$ cat src/rtl/frank_bus_pkg.sv
// Shared byte-bus definitions for the splitter/gatherer family of the Frankenstein core.
package frank_bus_pkg;

   localparam int unsigned BYTE_W = 8;

   typedef logic [BYTE_W-1:0] byte_t;

   // Bit k of the result is wire k, so b0 lands on the LSB.
   function automatic byte_t gather_bits(
      input logic b0, input logic b1, input logic b2, input logic b3,
      input logic b4, input logic b5, input logic b6, input logic b7
   );
      return {b7, b6, b5, b4, b3, b2, b1, b0};
   endfunction

endpackage

$ cat src/rtl/wires_to_bus_buf_if.sv
// Bit-wire inputs plus the buffered byte bus and its valid/ready handshake.
interface wires_to_bus_buf_if #(
   parameter int unsigned DEPTH = 2
);
   import frank_bus_pkg::*;

   logic                   in_0;
   logic                   in_1;
   logic                   in_2;
   logic                   in_3;
   logic                   in_4;
   logic                   in_5;
   logic                   in_6;
   logic                   in_7;
   logic                   capture;
   byte_t                  out;
   logic                   out_valid;
   logic                   out_ready;
   logic                   full;
   logic [$clog2(DEPTH):0] level;
   logic                   overflow;
   logic                   clear_ovf;

   // Driver side: the bit sources and the byte consumer.
   modport master (
      output in_0, in_1, in_2, in_3, in_4, in_5, in_6, in_7,
      output capture, out_ready, clear_ovf,
      input  out, out_valid, full, level, overflow
   );

   // The gathering buffer itself.
   modport slave (
      input  in_0, in_1, in_2, in_3, in_4, in_5, in_6, in_7,
      input  capture, out_ready, clear_ovf,
      output out, out_valid, full, level, overflow
   );

endinterface

$ cat src/rtl/wires_to_bus_buf_sync_fifo.sv
// Generic single-clock FIFO: DEPTH (power of two) entries, level tracked apart from pointers.
module sync_fifo #(
   parameter int unsigned DEPTH = 2,
   parameter int unsigned WIDTH = 8
) (
   input  logic                   clk,
   input  logic                   rst,
   input  logic                   push,
   input  logic                   pop,
   input  logic [WIDTH-1:0]       wdata,
   output logic [WIDTH-1:0]       rdata,
   output logic                   full,
   output logic                   empty,
   output logic [$clog2(DEPTH):0] level
);

   localparam int unsigned AW = $clog2(DEPTH);
   localparam logic [AW:0] FULL_CNT = (AW+1)'(DEPTH);

   logic [WIDTH-1:0] mem [DEPTH];
   logic [AW-1:0]    wr_ptr;
   logic [AW-1:0]    rd_ptr;
   logic [AW:0]      cnt;
   logic             do_push;
   logic             do_pop;

   // A push into a full FIFO is still accepted when a pop frees a slot on the same edge.
   assign do_pop  = pop && !empty;
   assign do_push = push && (!full || do_pop);

   assign full  = (cnt == FULL_CNT);
   assign empty = (cnt == '0);
   assign level = cnt;
   assign rdata = empty ? '0 : mem[rd_ptr];

   always_ff @(posedge clk) begin
      if (rst) begin
         wr_ptr <= '0;
         rd_ptr <= '0;
         cnt    <= '0;
      end else begin
         if (do_push) wr_ptr <= wr_ptr + 1'b1;
         if (do_pop)  rd_ptr <= rd_ptr + 1'b1;
         case ({do_push, do_pop})
            2'b10:   cnt <= cnt + 1'b1;
            2'b01:   cnt <= cnt - 1'b1;
            default: cnt <= cnt;
         endcase
      end
   end

   // Storage carries no reset; contents are masked by the empty check on rdata.
   always_ff @(posedge clk) begin
      if (!rst && do_push) mem[wr_ptr] <= wdata;
   end

endmodule

$ cat src/rtl/wires_to_bus_buf.sv
// Gathers eight bit wires into a byte, buffers captures in a FIFO, flags dropped captures.
module wires_to_bus_buf
   import frank_bus_pkg::*;
#(
   parameter int unsigned DEPTH      = 2,
   parameter bit          STICKY_OVF = 1'b1
) (
   input  logic               clk,
   input  logic               rst,
   wires_to_bus_buf_if.slave  bus
);

   byte_t                  word;
   byte_t                  head;
   logic                   fifo_full;
   logic                   fifo_empty;
   logic [$clog2(DEPTH):0] fifo_level;
   logic                   pop;
   logic                   drop;
   logic                   ovf_q;

   assign word = gather_bits(bus.in_0, bus.in_1, bus.in_2, bus.in_3,
                             bus.in_4, bus.in_5, bus.in_6, bus.in_7);

   assign pop  = !fifo_empty && bus.out_ready;
   assign drop = bus.capture && fifo_full && !pop;

   sync_fifo #(
      .DEPTH (DEPTH),
      .WIDTH (BYTE_W)
   ) u_fifo (
      .clk   (clk),
      .rst   (rst),
      .push  (bus.capture),
      .pop   (pop),
      .wdata (word),
      .rdata (head),
      .full  (fifo_full),
      .empty (fifo_empty),
      .level (fifo_level)
   );

   // Sticky mode: a new drop outranks clear_ovf arriving on the same edge.
   always_ff @(posedge clk) begin
      if (rst) begin
         ovf_q <= 1'b0;
      end else if (STICKY_OVF) begin
         if (drop)               ovf_q <= 1'b1;
         else if (bus.clear_ovf) ovf_q <= 1'b0;
      end else begin
         ovf_q <= drop;
      end
   end

   assign bus.out       = head;
   assign bus.out_valid = !fifo_empty;
   assign bus.full      = fifo_full;
   assign bus.level     = fifo_level;
   assign bus.overflow  = ovf_q;

endmodule
$ cat src/flat_wrapper.sv
// flat-port wrapper written by rule: the top's interface ports become plain ports
module wires_to_bus_buf_flat import frank_bus_pkg::*;
#(
   parameter int unsigned DEPTH      = 2,
   parameter bit          STICKY_OVF = 1'b1
)
  (clk, rst, bus_in_0, bus_in_1, bus_in_2, bus_in_3, bus_in_4, bus_in_5, bus_in_6, bus_in_7, bus_capture, bus_out_ready, bus_clear_ovf, bus_out, bus_out_valid, bus_full, bus_level, bus_overflow);
  wires_to_bus_buf_if #(.DEPTH(DEPTH)) bus_i ();
  input  logic clk;
  input  logic rst;
  input wire logic [$bits(bus_i.in_0)-1:0] bus_in_0;
  input wire logic [$bits(bus_i.in_1)-1:0] bus_in_1;
  input wire logic [$bits(bus_i.in_2)-1:0] bus_in_2;
  input wire logic [$bits(bus_i.in_3)-1:0] bus_in_3;
  input wire logic [$bits(bus_i.in_4)-1:0] bus_in_4;
  input wire logic [$bits(bus_i.in_5)-1:0] bus_in_5;
  input wire logic [$bits(bus_i.in_6)-1:0] bus_in_6;
  input wire logic [$bits(bus_i.in_7)-1:0] bus_in_7;
  input wire logic [$bits(bus_i.capture)-1:0] bus_capture;
  input wire logic [$bits(bus_i.out_ready)-1:0] bus_out_ready;
  input wire logic [$bits(bus_i.clear_ovf)-1:0] bus_clear_ovf;
  output wire logic [$bits(bus_i.out)-1:0] bus_out;
  output wire logic [$bits(bus_i.out_valid)-1:0] bus_out_valid;
  output wire logic [$bits(bus_i.full)-1:0] bus_full;
  output wire logic [$bits(bus_i.level)-1:0] bus_level;
  output wire logic [$bits(bus_i.overflow)-1:0] bus_overflow;
  assign bus_i.in_0 = bus_in_0;
  assign bus_i.in_1 = bus_in_1;
  assign bus_i.in_2 = bus_in_2;
  assign bus_i.in_3 = bus_in_3;
  assign bus_i.in_4 = bus_in_4;
  assign bus_i.in_5 = bus_in_5;
  assign bus_i.in_6 = bus_in_6;
  assign bus_i.in_7 = bus_in_7;
  assign bus_i.capture = bus_capture;
  assign bus_i.out_ready = bus_out_ready;
  assign bus_i.clear_ovf = bus_clear_ovf;
  assign bus_out = bus_i.out;
  assign bus_out_valid = bus_i.out_valid;
  assign bus_full = bus_i.full;
  assign bus_level = bus_i.level;
  assign bus_overflow = bus_i.overflow;
  wires_to_bus_buf #(.DEPTH(DEPTH), .STICKY_OVF(STICKY_OVF)) u_core (.clk(clk), .rst(rst), .bus(bus_i));
endmodule
$ cat config.mk
export PLATFORM = sky130hd
export DESIGN_NAME = wires_to_bus_buf_flat
export DESIGN_NICKNAME = d
export VERILOG_FILES = /design/src/rtl/frank_bus_pkg.sv /design/src/rtl/wires_to_bus_buf_if.sv /design/src/rtl/wires_to_bus_buf_sync_fifo.sv /design/src/rtl/wires_to_bus_buf.sv /design/src/flat_wrapper.sv
export SDC_FILE = /design/constraint.sdc
export NUM_CORES = 1
export LEC_CHECK = 0
export CAP_MARGIN = 20
export CELL_PAD_IN_SITES_DETAIL_PLACEMENT = 0
export CELL_PAD_IN_SITES_GLOBAL_PLACEMENT = 1
export CORE_MARGIN = 2
export CORE_UTILIZATION = 32
export CTS_CLUSTER_SIZE = 12
export DETAILED_ROUTE_END_ITERATION = 8
export PLACE_DENSITY = 0.73
export SYNTH_ARGS = -nofsm -noshare
export SYNTH_HDL_FRONTEND = slang
export SYNTH_SLANG_ARGS = --single-unit
$ cat constraint.sdc
create_clock -name clk -period 1.8 [get_ports clk]
set_input_delay 0.36 -clock clk [delete_from_list [all_inputs] [get_ports clk]]
set_output_delay 0.36 -clock clk [all_outputs]
set_load 0.01 [all_outputs]
==> results of run 1 <==
## cell families (layout without fill, tap and decap cells)
logic type / Yosys count / count (layout) / share of synthesized area
muxes: 10 / 10 / 0.1140
xor gates and xnor gates: 2 / 2 / 0.01900
and+or+nand+nor: 25 / 25 / 0.1493
DFF: 22 / 22 / 0.6513
buffers and inverters: 5 / 42 / 0.03120
AOI/OAI and AO/OA: 6 / 6 / 0.03528
## final timing paths
path                          start                      end  depth (start not counted)
min reg2reg    u_core.u_fifo.rd_ptr                     flop                          2
max          u_core.u_fifo.level[0]             bus_level[0]                          2
min            u_core.u_fifo.rd_ptr                     flop                          2
max reg2reg  u_core.u_fifo.level[1]  u_core.u_fifo.mem[1][5]                          5
## power by group through the flow
stage | clock network, uW | registers, uW | logic [uW]
2_1_floorplan | 0 | 587 | 87.7
3_3_place_gp | 0 | 586 | 186
3_5_place_dp | 0 | 587 | 188
4_1_cts | 220 | 577 | 179
5_1_grt | 246 | 580 | 207
6_report | 211 | 578 | 188
## area by class of cell
cell class | count | area share
flip-flops and latches | 22 | 0.4590
clock buffers | 3 | 0.01714
clock inverters | 1 | 0.002857
multi-input cells | 43 | 0.2352
well taps | 31 | 0.02952
inverters | 1 | 0.002857
repair buffers | 37 | 0.2533
## flip-flops by register name, summed over array words and instances (netlist names), named ones only
| register | count |
|---|---|
| u_core.u_fifo.mem | 16 |
| u_core.u_fifo.level | 2 |
| u_core.bus.overflow | 1 |
| u_core.u_fifo.rd_ptr | 1 |
| u_core.u_fifo.wr_ptr | 1 |
## repair_timing
action	CTS	global route
endpoints found under the setup margin	10	4
gates resized for setup	12	3
pin swaps	0	1
buffers inserted	0	3
## synthesized netlist by cell type (all sizes together)
master  instances
clkbuf          1
nand2           1
o21a            1
edfxtp         16
xor2            2
o21ai           1
buf             3
inv             1
nor3            2
nor2b           4
dfxtp           6
mux2            1
nand2b          2
mux2i           9
nor2           14
a21oi           4
nor3b           2
## critical path: stages (launching register included)
cell and delay [ns]:
dfxtp_2 0.36, buf_4 0.16, clkdlybuf4s50_1 0.54
## stage by stage
step / setup slack [ns] / utilization
finish: 0.08489 / 0.4764
global placement: 0.06986 / 0.4564
floorplan: 0.05761 / -
CTS: 0.02287 / 0.4660
detailed placement: 0.05731 / 0.4564
global route: 0.003431 / 0.4764
## layer usage
layer,part of all wire,vias to the layer above
li1,-,317
met1,0.43,274
met2,0.50,19
met3,0.066,0
met4,0,0
met5,0,-
==> metrics.md, run 1 <==
| Metric | Value |
|---|---|
| Skew-Pair Late Insertion Delay | ~0.29 ns |
| Starting Density | 0.3344 |
| Via/cell ratio | between 4 and 5 |
| Sw Ratio | 0.2260 |
| Vert. Die Dim | between 50 and 60 um |
| Final TNS setup | 0 ns |
| Cell types with the largest area share after synthesis | edfxtp_1, dfxtp_1, mux2i_1, nor2_1, nor2b_1 |
| Vias | 610 |
| Clock tree root driver cell | clkbuf_4 |
| Critical Setup Path Class | reg2out |
| DR iter-0 viols | 15 |
| Number of hold buffers added after CTS | 0 |
| First-pass DRT Iterations | 4 |
| Critical Path RT | about 1.4 ns |
| Crit path arrival time | 1.36 ns |
| GRT Max-Usage Layer | met2 |
| Placeable core area | 2758 sq um |
| Type of origin of the critical path | flop |
| Clock-pin slew of the registers on the worst-case setup and hold paths | between 0.1 and 0.15 ns |
| First-pass GRT wire length | around 2.6 mm |
| Global-route met1 utilization | 0.1248 |
| Crit. End Element | primary output |
| Number of placed instances, taps included | 131 |
| Total I/O pin count | 26 |
| Internal power component | between 700 and 800 uW |
| Sequential share of the synthesized area | 0.6513 |
| Hold WC Path Type | reg2reg |
| Cell type with the highest aggregate area in the netlist | edfxtp_1 |
| Finished layout cell area | 1314 sq um |
| CTS tree | done |
| Mapped Cells | 70 |
| Combined area of the multi-input logic cells | roughly 310 sq um |
| Yosys top cell area share | 0.5210 |
| Overall power of the completed layout | 977.5 uW |
| Num CTS Buffers | 3 |
| Clock power share | 0.216 |
| Worst slew pin tran | 0.2242 ns |
| PD cells | 744.1 nW/um^2 |
| Post-Synthesis Cell Area | 922.1 sq um |
| Switching component of the power | 220.9 uW |
| Count of endpoints failing hold in the final timing report | 0 |
| Status | finished clean |
| Unrepaired setup endpoints after global routing | no |
| Post-synthesis sequential element count | 22 |
| Met3 demand-to-capacity share in global routing | 0.02009 |
| Final setup violation count | 0 |
| Fraction of final layout cells sized beyond drive strength 1 | 0.2150 |
| Worst slew margin | 0.8489 |
| Weighted congestion at the end of routability-driven global placement | just under 0.7 |
| Largest net degree at the start of global routing | 13 |
| Final instance count without filler cells | 138 |
| Relative contribution of combinational cells to total power | 0.193 |
| Sequential share of power | 0.591 |
| Standard-cell row count | 19 |
| Overflow left after global routing | 0 |
| Fin Clk Skew | 0.005744 ns |
| Tightest hold margin | about 0.52 ns |
| CTS HTree Levels | 1 |
| Count of unique library cells instantiated by Yosys | 20 |
| Shortest clock period the worst path allows after layout | between 1.5 and 2 ns |
| Met2 track utilization from global routing | 0.1705 |
| Static leakage power | 0.0005130 uW |
| Area added between synthesis and finish | 42.47% |
| Setup slack of the most critical reg-to-reg path | around 0.37 ns |
| Number of I/O port buffers | 25 |
| Final critical-path share of the clock period | 0.9528 |
| Via count of the first global-routing pass | 605 |
| Leading cell types in the layout, fill and taps excluded | clkdlybuf4s50_1, edfxtp_1, nor2_1 |
| Number of antenna diodes | 0 |
| Global-route usage over all layers | 0.1001 |
| Number of sinks driven by the clock tree | 22 |
| Final layout net count | approximately 120 |
| Die boundary width | about 58 um |
| Total Wirelength | 1.520 mm |
| Antenna viol nets, final | 0 |
| Max Clock Freq | 583.1 MHz |
| Initial antenna violation count | 0 |
| Post-DP HPWL | 1.141 mm |
| Area taken by flip-flops and latches | a little over 600 sq um |
| Die Footprint | about 3300 sq um |
| MaxCap Viol Count | 0 |
| Filler Cells Inserted | 256 |
| Max rail drop VDD | 0.0003947 V |
| DRC violation count after routing | 0 |
| Max-slew violation count | 0 |
| Post-Synthesis Net Count | 83 |
| Maximum net fanout on the critical path | 8 |
| Drt wl/cell | 11.01 um |
| Buffer levels on the longest clock path | 2 |
| Area of placed instances | 1259 sq um |
| Yosys warns | 0 |
| Synth Area per Inst | between 10 and 15 sq um |
No activity file was read; power rests on OpenSTA's default activity.
==> run 2, diff against run 1 <==
--- a/config.mk
+++ b/config.mk
@@ -12,6 +12,7 @@
 export CORE_UTILIZATION = 32
 export CTS_CLUSTER_SIZE = 12
 export DETAILED_ROUTE_END_ITERATION = 8
+export GPL_ROUTABILITY_DRIVEN = 0
 export PLACE_DENSITY = 0.73
 export SYNTH_ARGS = -nofsm -noshare
 export SYNTH_HDL_FRONTEND = slang
==> results of run 2 <==
No change in the layout: final DEF, timing and power equal those of run 1.
==> run 3, diff against run 2 <==
--- a/config.mk
+++ b/config.mk
@@ -13,6 +13,7 @@
 export CTS_CLUSTER_SIZE = 12
 export DETAILED_ROUTE_END_ITERATION = 8
 export GPL_ROUTABILITY_DRIVEN = 0
+export MAX_ROUTING_LAYER = met4
 export PLACE_DENSITY = 0.73
 export SYNTH_ARGS = -nofsm -noshare
 export SYNTH_HDL_FRONTEND = slang
==> results of run 3 <==
No change in the layout: final DEF, timing and power equal those of run 1.
Among the figures that moved: overall routing resource usage 0.1001 -> 0.1032
